`src/rtl/mem_arbiter.sv`:
```
// Two-port memory arbiter: one instruction-fetch port and one load/store port
// share a single fixed-latency memory. Conflicts alternate between the ports.
module mem_arbiter #(
    parameter int unsigned ADDR_W  = 64,
    parameter int unsigned DATA_W  = 64,
    parameter int unsigned MEM_LAT = 2
) (
    input  logic              clock,
    input  logic              reset,
    input  logic              inst_req,
    input  logic [ADDR_W-1:0] inst_addr,
    output logic              inst_ack,
    output logic [DATA_W-1:0] inst_rdata,
    input  logic              data_req,
    input  logic              data_we,
    input  logic [ADDR_W-1:0] data_addr,
    input  logic [DATA_W-1:0] data_wdata,
    output logic              data_ack,
    output logic [DATA_W-1:0] data_rdata,
    output logic              mem_en,
    output logic              mem_we,
    output logic [ADDR_W-1:0] mem_addr,
    output logic [DATA_W-1:0] mem_wdata,
    input  logic [DATA_W-1:0] mem_rdata,
    output logic              busy
);

    typedef enum logic [1:0] {
        StIdle,
        StAccess,
        StResp
    } state_e;

    // Counter holds remaining ACCESS cycles minus one; MEM_LAT is at most 15.
    localparam logic [3:0] CntInit = 4'(MEM_LAT - 1);

    state_e            state_q, state_d;
    logic [3:0]        cnt_q, cnt_d;
    logic              last_data_q, last_data_d;  // 1: last grant went to data port
    logic              gnt_data_q, gnt_data_d;    // 1: current owner is data port
    logic              we_q, we_d;
    logic [ADDR_W-1:0] addr_q, addr_d;
    logic [DATA_W-1:0] wdata_q, wdata_d;
    logic [DATA_W-1:0] inst_rdata_q, inst_rdata_d;
    logic [DATA_W-1:0] data_rdata_q, data_rdata_d;
    logic              pick_data;

    // Next-state, grant decision and output decode.
    always_comb begin
        state_d      = state_q;
        cnt_d        = cnt_q;
        last_data_d  = last_data_q;
        gnt_data_d   = gnt_data_q;
        we_d         = we_q;
        addr_d       = addr_q;
        wdata_d      = wdata_q;
        inst_rdata_d = inst_rdata_q;
        data_rdata_d = data_rdata_q;
        pick_data    = 1'b0;
        inst_ack     = 1'b0;
        data_ack     = 1'b0;
        mem_en       = 1'b0;
        mem_we       = 1'b0;
        mem_addr     = '0;
        mem_wdata    = '0;

        unique case (state_q)
            StIdle: begin
                if (inst_req || data_req) begin
                    // On conflict, favour whichever port was not served last.
                    pick_data   = data_req && (!inst_req || !last_data_q);
                    gnt_data_d  = pick_data;
                    last_data_d = pick_data;
                    if (pick_data) begin
                        addr_d  = data_addr;
                        we_d    = data_we;
                        wdata_d = data_wdata;
                    end else begin
                        addr_d  = inst_addr;
                        we_d    = 1'b0;
                        wdata_d = '0;
                    end
                    cnt_d   = CntInit;
                    state_d = StAccess;
                end
            end
            StAccess: begin
                mem_en    = 1'b1;
                mem_we    = gnt_data_q && we_q;
                mem_addr  = addr_q;
                mem_wdata = wdata_q;
                if (cnt_q == 4'd0) begin
                    if (!gnt_data_q) begin
                        inst_rdata_d = mem_rdata;
                    end else if (!we_q) begin
                        data_rdata_d = mem_rdata;
                    end
                    state_d = StResp;
                end else begin
                    cnt_d = cnt_q - 4'd1;
                end
            end
            StResp: begin
                inst_ack = !gnt_data_q;
                data_ack = gnt_data_q;
                state_d  = StIdle;
            end
            default: state_d = StIdle;
        endcase

        busy       = (state_q != StIdle);
        inst_rdata = inst_rdata_q;
        data_rdata = data_rdata_q;
    end

    // State registers with synchronous reset; reset aborts any transaction.
    always_ff @(posedge clock) begin
        if (reset) begin
            state_q      <= StIdle;
            cnt_q        <= 4'd0;
            last_data_q  <= 1'b0;
            gnt_data_q   <= 1'b0;
            we_q         <= 1'b0;
            addr_q       <= '0;
            wdata_q      <= '0;
            inst_rdata_q <= '0;
            data_rdata_q <= '0;
        end else begin
            state_q      <= state_d;
            cnt_q        <= cnt_d;
            last_data_q  <= last_data_d;
            gnt_data_q   <= gnt_data_d;
            we_q         <= we_d;
            addr_q       <= addr_d;
            wdata_q      <= wdata_d;
            inst_rdata_q <= inst_rdata_d;
            data_rdata_q <= data_rdata_d;
        end
    end

endmodule

```
`config.mk`:
```
export PLATFORM = sky130hd
export DESIGN_NAME = mem_arbiter
export DESIGN_NICKNAME = d
export VERILOG_FILES = /design/src/rtl/mem_arbiter.sv
export SDC_FILE = /design/constraint.sdc
export NUM_CORES = 1
export LEC_CHECK = 0
export CAP_MARGIN = 5
export CORE_AREA = 2 2 204 206
export CTS_BUF_LIST = sky130_fd_sc_hd__clkbuf_16
export DETAILED_ROUTE_END_ITERATION = 10
export DIE_AREA = 0 0 206 208
export SLEW_MARGIN = 0
export SYNTH_ARGS = -nofsm -noshare
export SYNTH_HDL_FRONTEND = slang
export SYNTH_SLANG_ARGS = --single-unit
export TNS_END_PERCENT = 50
```
`constraint.sdc`:
```
create_clock -name clock -period 1.6 [get_ports clock]
set_input_delay 0.4 -clock clock [delete_from_list [all_inputs] [get_ports clock]]
set_output_delay 0.4 -clock clock [all_outputs]
set_load 0.03 [all_outputs]
```
==> reports/qor.yml, run 1 <==
p_total_uw: 19300
final_cell_mix: "259 x dfxtp_1, 259 x clkdlybuf4s50_1, 128 x and2_4, 128 x nand2b_1, 124 x mux2i_1"
rsz0062_at_grt: "true"
outcome: "finished, violations left"
fin_skew_ns: 0.0198
fmax_mhz: 468
grt_max_degree: 113
finalNonFillerCells: 2213
drv_slew: 0
core-area_sq_um: 40600
ios: 522
grtUsageTotal: 0.187
synth_top_area_cell: "dfxtp_1"
avgSynthCellArea_sq_um: 9.95
hold_viol: 0
placed_cells: 2131
final_nets: 1919
totalWireLength_um: 43300
clkPwrFrac: 0.350
h-tree-depth: 1
gr-max-usage-layer: "met2"
die_h_um: 208
end_kind: "output pin"
startpoint_type: "flop"
ys_warn_count: 0
drc_errors: 0
peakVddDrop_v: 0.000717
cts_buffers: 30
grt_pass1_wl_um: 62800
ys_types: 31
fin_hold_ws_ns: 0.347
pwr_density_cell_nw_per_um2: 1000
fin_crit_sh: 1.34
grt_use_met1: 0.219
synth_nets: 1380
synth_top_cells_by_area: "dfxtp_1 48%, mux2i_1 12%, nand2b_1 7.3%"
io_buffers: 521
use_met3: 0.0401
start_util: 0.274
synth_seq_area_share: 0.476
worst_ep_arrival_time_ns: 1.74
p_switching_uw: 5700
pre_cts_ws_ns: -0.577
clock_path_buffers: 3
cts_tree: "done"
critPathKind: "reg -> out"
reg2reg_setup_slack_ns: -0.32
netlist_instances: 1117
hold_class: "in -> reg"
synth-seq-cells: 264
tightest_slew_ns: 0.432
drt_iter0_drc: 411
overflow: 0
clk_pin_slew_ns: 0.06
vias_per_cell: 4.66
period_needed_ns: 2.14
setup_ws_ns: -0.538
hpwl_um: 29500
die_w_um: 206
clk_latency_ns: 0.57
drive_gt1_frac: 0.330
cap_violations: 0
routabilityCongestion: 0.814
cts_hold_buffers: 0
slew_headroom: 0.712
first_global_vias: 10500
grt_antenna_before_repair: 3
setup_viol: 270
violations: "setup timing"
synth_top_area_share: 0.476
rows: 74
p_seq_frac: 0.382
cp_data_required_time_ns: 1.20
leakage_uw: 0.00786
cts_root_buf: "clkbuf_16"
path_max_fanout: 7
dieArea_sq_um: 42800
intPower_uw: 13600
finish.instance_area_sq_um: 19200
drtPass1Iterations: 4
place_area_sq_um: 17700
vias: 10300
grt_use_met2: 0.337
cts_sinks: 264
power_frac_comb: 0.268
netlist_area_sq_um: 11100
ant_nets: 0
syn_to_final_growth_pct: 73.0
wl_per_cell_um: 19.6
switching_share: 0.296
-- routing by layer --
layer	share of wire	wire length (um)
met1	0.40	17300
met2	0.52	22300
met3	0.063	2730
met4	0.022	948
met5	0	0
-- area by class of cell --
class                   instances  area, sq um
diodes                          3         7.51
flip-flops and latches        264         5290
well taps                     532          666
repair buffers                614         6610
multi-input cells             740         5660
fillers                      3812        21300
clock buffers                  31          776
inverters                       6         35.0
clock inverters                23          176
-- flip-flops by register name (all words and copies together) (netlist names) --
signal and count:
we_q 1, wdata_q 64, data_rdata 64, cnt_q 4, addr_q 64, state_q 2, inst_rdata 64, gnt_data_q 1
-- final timing paths --
| path | start | end | cells after the start |
|---|---|---|---|
| hold / removal | reset | cnt_q[0]$_SDFFE_PP0P_ | 4 |
| setup reg to reg | cnt_q[0]$_SDFFE_PP0P_ | data_rdata[50]$_SDFFE_PP0P_ | 8 |
| setup / recovery | state_q[1]$_SDFFE_PP0P_ | mem_wdata[11] | 6 |
| hold reg to reg | addr_q[40]$_SDFFE_PP0P_ | addr_q[40]$_SDFFE_PP0P_ | 1 |
-- logic make-up after synthesis --
group	Yosys count	share of synthesized area
flip-flops	264	0.476
buffers and inverters	113	0.0536
adder cells (fa/ha/maj)	2	0.00225
multiplexers	128	0.115
AND/OR/NAND/NOR	341	0.187
AO/OA/AOI/OAI	269	0.166
-- metrics by stage --
step                      TNS [ns]   util
after floorplan             -12.38      -
after global placement      -77.55  0.435
after detailed placement    -84.61  0.435
after CTS                  -110.78  0.466
after global routing       -109.88  0.474
final                       -89.96  0.474
-- synth_stat cells (all sizes together) --
master	number
a211oi	1
and3	1
a21o	2
dfxtp	264
ha	2
a22oi	1
nand2b	129
nor2	3
nor3b	5
mux2i	128
nor3	2
nand3	64
o221ai	1
inv	6
buf	48
a21oi	68
or3b	2
nor4	1
a21boi	1
a22o	65
or3	3
or4	2
or2	1
clkbuf	59
and2	128
o21ai	66
o2bb2ai	64
-- worst max-delay path, cell delays in order, from the launching register on --
cell,delay (ns)
dfxtp_2,0.32
nand2b_4,0.15
clkinv_8,0.09
buf_16,0.16
clkbuf_16,0.16
and2_4,0.16
buf_6,0.13
-- repair_timing --
action	4_1_cts	5_1_grt
gates cloned	9	10
buffers inserted	4	4
setup endpoints to repair	432	431
resized for setup	575	208
pin swaps	31	96
-- power by group through the flow --
stage | Clock [uW] | Combinational, uW | Sequential [uW]
floorplan | 0 | 2070 | 7760
global placement | 0 | 4570 | 7480
detailed placement | 0 | 4620 | 7480
CTS | 6930 | 4990 | 7350
global route | 7260 | 5470 | 7420
finish | 6740 | 5170 | 7370
Note: power is estimated with default switching activity, not from simulation.
==> inputs of run 2 (changes only) <==
Settings changed: SKIP_LAST_GASP set to 1.
==> run 2 against run 1 <==
The flow still finishes with violations (setup timing). Die area is the same. Cell count is the same. Core utilization shrank 0.14 points. Global-route usage is essentially flat. Total power shrank 0.40%. Fmax is essentially flat. Sequential cell count is the same.
==> reports/qor.yml, run 2 (synthesis results as in run 1) <==
start_util: 0.274  # unchanged
clock_path_buffers: 3  # unchanged
rows: 74  # unchanged
grt_pass1_wl_um: 62800  # about the same
clk_latency_ns: 0.57  # about the same
setup_viol: 298  # +10%
grtUsageTotal: 0.187  # about the same
fmax_mhz: 468  # about the same
hpwl_um: 29500  # unchanged
routabilityCongestion: 0.814  # unchanged
clk_pin_slew_ns: 0.06  # about the same
slew_headroom: 0.733  # +0.0206
placed_cells: 2131  # unchanged
vias: 10300  # +0.24%
final_nets: 1919  # unchanged
pwr_density_cell_nw_per_um2: 1000  # -0.12%
violations: "setup timing"
hp-start: "reset"
crit_family: "buffers and inverters"
dieArea_sq_um: 42800  # unchanged
period_needed_ns: 2.14  # -0.000288 ns
outcome: "finished, violations left"
intPower_uw: 13600  # -0.19%
cts_tree: "done"
cap_violations: 0  # unchanged
finalNonFillerCells: 2213  # unchanged
cts_sinks: 264  # unchanged
drv_slew: 0  # unchanged
tightest_slew_ns: 0.390  # -0.0420 ns
startpoint_type: "flop"
die_h_um: 208  # unchanged
cp_data_required_time_ns: 1.20  # about the same
hold_class: "in -> reg"
syn_to_final_growth_pct: 72.5
path_max_fanout: 7  # unchanged
cts_buffers: 30  # unchanged
r2r_start: "cnt_q[0]$_SDFFE_PP0P_"
first_global_vias: 10500  # -0.048%
p_switching_uw: 5650  # -0.90%
rsz0062_at_grt: "true"
fin_skew_ns: 0.0184  # -0.00143 ns
drive_gt1_frac: 0.326  # -0.00358
fin_crit_sh: 1.34  # about the same
cts_hold_buffers: 0  # unchanged
fin_hold_ws_ns: 0.335  # -0.0119 ns
grt_antenna_before_repair: 3  # unchanged
ios: 522  # unchanged
crit_path_max_incr_delay_ns: 0.32  # about the same
drt_iter0_drc: 475  # +16%
peakVddDrop_v: 0.000715  # -0.27%
crit_slowest_cell: "dfxtp_2"
critPathKind: "reg -> out"
p_seq_frac: 0.383  # about the same
crit_buf_inv: 4  # unchanged
critical_path.cell_chain: "nand2b_4 > clkinv_8 > buf_16 > clkbuf_16 > and2_4 > buf_12"
leakage_uw: 0.00785  # -0.14%
switching_share: 0.294  # -0.00148
worst_ep_arrival_time_ns: 1.74  # about the same
vias_per_cell: 4.68  # +0.24%
hold_viol: 0  # unchanged
overflow: 0  # unchanged
cts_root_buf: "clkbuf_16"
wl_per_cell_um: 19.5  # -0.30%
setup_ws_ns: -0.538  # +0.000288 ns
startpoint: "state_q[1]$_SDFFE_PP0P_"
final_cell_mix: "259 x dfxtp_1, 259 x clkdlybuf4s50_1, 128 x nand2b_1"
totalWireLength_um: 43100  # -0.30%
clkPwrFrac: 0.351  # about the same
ant_nets: 0  # unchanged
die_w_um: 206  # unchanged
io_buffers: 521  # unchanged
power_frac_comb: 0.266  # -0.002
grt_max_degree: 113  # unchanged
drtPass1Iterations: 5  # +1
drc_errors: 0  # unchanged
core-area_sq_um: 40600  # unchanged
end_kind: "output pin"
h-tree-depth: 1  # unchanged
[run 2: cell type report]
cell class,count,area (sq um)
fillers,3818,21400
diodes,3,7.51
clock buffers,31,776
multi-input cells,740,5630
inverters,6,35.0
well taps,532,666
repair buffers,614,6580
flip-flops and latches,264,5290
clock inverters,23,176
[run 2: worst reg2reg max path: cells and delay by family, from the launching register on]
family,cells,cell delay [ns]
flip-flops,1,0.32
buffers and inverters,4,0.55
multiplexers,1,0.21
AND/OR/NAND/NOR,2,0.62
adder cells (fa/ha/maj),1,0.13
[run 2: timing repair]
| item | in CTS | in global routing |
|---|---|---|
| setup endpoints to repair | 432 | 435 |
| pin swaps | 30 | 73 |
| buffers inserted | 4 | 4 |
| resized for setup | 553 | 146 |
| cloned | 9 | 10 |
[run 2: stage by stage]
| step | instance area, sq um | utilization | TNS (ns) | worst slack, ns | power (uW) |
|---|---|---|---|---|---|
| floorplan | 11400 | - | -12.38 | -0.194 | 9820 |
| global placement | 17700 | 0.435 | -77.55 | -0.626 | 12000 |
| detailed placement | 17700 | 0.435 | -84.61 | -0.577 | 12100 |
| CTS | 18900 | 0.466 | -112.46 | -0.563 | 19300 |
| global route | 19200 | 0.473 | -116.08 | -0.599 | 20100 |
| finish | 19200 | 0.473 | -91.20 | -0.538 | 19200 |
[run 2: power groups by stage]
stage	sequential, uW	combinational [uW]	clock, uW
floorplan	7760	2070	0
global placement	7480	4570	0
detailed placement	7480	4620	0
CTS	7350	5000	6930
global route	7420	5400	7260
finish	7370	5100	6740
[run 2: layer usage]
layer	up-vias	global-route usage	wire, um
li1	5009	-	-
met1	4979	0.219	17200
met2	302	0.336	22200
met3	56	0.0399	2730
met4	0	0.0571	969
met5	-	0	0
[run 2: final timing paths]
check / slack [ns] / endpoint / depth (start not counted)
worst min register to register: 0.46 / addr_q[29]$_SDFFE_PP0P_ / 1
worst min-delay path: 0.33 / cnt_q[0]$_SDFFE_PP0P_ / 4
worst max register to register: -0.31 / data_rdata[50]$_SDFFE_PP0P_ / 8
worst max-delay path: -0.54 / mem_addr[53] / 6
==> inputs of run 3 (changes only) <==
Settings changed: CTS_CLUSTER_DIAMETER set to 60.
==> run 3 against run 2 <==
Clock skew down 0.0051 ns. Sequential power is essentially flat. Sequential cell count unchanged. Register-to-register slack worse by 0.04 ns. The flow still finishes with violations (setup timing). Clock power is 3.4% lower. Cell count increased by 0.14%. Global-route usage is 0.051 points higher. Total power fell by 0.47%. Critical path depth did not move. Combinational power increased by 3%.
==> reports/qor.yml, run 3 (synthesis results as in run 1) <==
fin_crit_sh: 1.33  # -0.00493
ant_nets: 0  # unchanged
core-area_sq_um: 40600  # unchanged
min_path_cells: 4  # unchanged
grt_antenna_before_repair: 4  # +1
reg2reg_setup_slack_ns: -0.35  # -0.04 ns
worst_ep_arrival_time_ns: 1.73  # about the same
grt_pass1_wl_um: 63300  # +0.72%
drt_iter0_drc: 475  # unchanged
routabilityCongestion: 0.814  # unchanged
period_needed_ns: 2.13  # -0.00788 ns
crit_slowest_cell: "dfxtp_2"
outcome: "finished, violations left"
place_area_sq_um: 17700  # unchanged
clkPwrFrac: 0.341  # -0.010
intPower_uw: 13300  # -1.9%
dieArea_sq_um: 42800  # unchanged
hpwl_um: 29500  # unchanged
hold_viol: 0  # unchanged
grtUsageTotal: 0.187  # +0.000508
cp_data_required_time_ns: 1.20  # about the same
power_frac_comb: 0.274  # +0.008
first_global_vias: 10500  # +0.37%
violations: "setup timing"
setup_ws_ns: -0.530  # +0.00788 ns
h-tree-depth: 1  # unchanged
vias_per_cell: 4.70  # +0.54%
drtPass1Iterations: 5  # unchanged
critical_path.cell_chain: "nand2b_4 > clkinv_8 > buf_12 > buf_16 > and2_1 > buf_6"
pwr_density_cell_nw_per_um2: 1000  # about the same
finish.instance_area_sq_um: 19100  # -0.46%
leakage_uw: 0.00782  # -0.29%
fill_cells: 3837  # +0.50%
startpoint_type: "flop"
rows: 74  # unchanged
finalNonFillerCells: 2216  # +0.14%
ios: 522  # unchanged
cts_buffers: 31  # +3.3%
cts_tree: "done"
grt_max_degree: 113  # unchanged
fin_util: 0.471  # -0.00216
p_total_uw: 19100  # -0.47%
rsz0062_at_grt: "true"
drive_gt1_frac: 0.324  # -0.00177
start_util: 0.274  # unchanged
reg2reg_to: "data_rdata[54]$_SDFFE_PP0P_"
clock_path_buffers: 3  # unchanged
placed_cells: 2131  # unchanged
slew_headroom: 0.722  # -0.0111
cts_sinks: 264  # unchanged
cts_hold_buffers: 0  # unchanged
tightest_slew_ns: 0.406  # +0.0161 ns
crit_path_max_incr_delay_ns: 0.32  # about the same
clk_latency_ns: 0.57  # about the same
syn_to_final_growth_pct: 71.8
worst_hold_path.endpoint: "cnt_q[1]$_SDFFE_PP0P_"
hold_class: "in -> reg"
die_h_um: 208  # unchanged
setup_viol: 279  # -6.4%
totalWireLength_um: 44600  # +3.3%
clk_pin_slew_ns: 0.06  # about the same
peakVddDrop_v: 0.000776  # +8.5%
path_max_fanout: 15  # +8
drc_errors: 0  # unchanged
final_nets: 1920  # +0.052%
switching_share: 0.304  # +0.0102
wl_per_cell_um: 20.1  # +3.2%
vias: 10400  # +0.68%
r2r_start: "cnt_q[0]$_SDFFE_PP0P_"
p_seq_frac: 0.385  # +0.002
critPathKind: "reg -> out"
io_buffers: 521  # unchanged
p_switching_uw: 5820  # +3.0%
cap_violations: 0  # unchanged
cts_root_buf: "clkbuf_16"
overflow: 0  # unchanged
hp-start: "reset"
fmax_mhz: 470  # +0.37%
fin_skew_ns: 0.0133  # -0.00506 ns
final_cell_mix: "259 x dfxtp_1, 259 x clkdlybuf4s50_1, 128 x nand2b_1"
end_kind: "output pin"
reg2reg_depth: 8  # unchanged
drv_slew: 0  # unchanged
die_w_um: 206  # unchanged
run 3: layout make-up:
class                   instances  area (sq um)  share of cell area
repair buffers                614          6520               0.342
multi-input cells             740          5630               0.295
flip-flops and latches        264          5290               0.277
clock buffers                  31           776              0.0407
well taps                     532           666              0.0349
clock inverters                26           153             0.00800
inverters                       6          35.0             0.00184
diodes                          3          7.51            0.000393
run 3: what timing repair did:
action	CTS	global route
buffers inserted	4	4
cloned	9	10
gates resized for setup	564	121
pin swaps	31	4
endpoints found under the setup margin	433	435
run 3: how the worst max path moves through the flow:
stage / start / slack [ns] / cells past startpoint / to
4_1_cts: state_q[1]$_SDFFE_PP0P_ / -0.56 / 6 / mem_addr[3]
3_5_place_dp: data_req / -0.58 / 6 / addr_q[31]$_SDFFE_PP0P_
6_report: state_q[1]$_SDFFE_PP0P_ / -0.53 / 6 / mem_wdata[9]
5_1_grt: state_q[1]$_SDFFE_PP0P_ / -0.60 / 6 / mem_wdata[9]
2_1_floorplan: cnt_q[0]$_SDFFE_PP0P_ / -0.19 / 8 / data_rdata[10]$_SDFFE_PP0P_
3_3_place_gp: data_req / -0.63 / 6 / addr_q[31]$_SDFFE_PP0P_
run 3: power groups by stage:
stage | registers, uW | logic (uW) | clock network (uW)
6_report | 7360 | 5240 | 6510
5_1_grt | 7410 | 5540 | 7070
4_1_cts | 7350 | 5000 | 6720
3_5_place_dp | 7480 | 4620 | 0
3_3_place_gp | 7480 | 4570 | 0
2_1_floorplan | 7760 | 2070 | 0
run 3: metrics by stage:
step / TNS [ns] / setup WS, ns / hold slack, ns
5_1_grt: -113.40 / -0.601 / 0.323
3_3_place_gp: -77.55 / -0.626 / 0.436
4_1_cts: -112.69 / -0.562 / 0.322
3_5_place_dp: -84.61 / -0.577 / 0.442
2_1_floorplan: -12.38 / -0.194 / 0.424
6_report: -89.44 / -0.530 / 0.336
run 3: worst max-delay path, delay by kind of cell, from the launching register on:
kind                   cells  cell delay [ns]
AND/OR/NAND/NOR            2             0.32
flip-flops                 1             0.32
buffers and inverters      4             0.53
run 3: routing by layer:
layer	share of wire	wire, um	track usage
met1	0.40	17900	0.222
met4	0.024	1060	0.0576
met2	0.51	22700	0.335
met3	0.066	2960	0.0399
met5	0	0	0
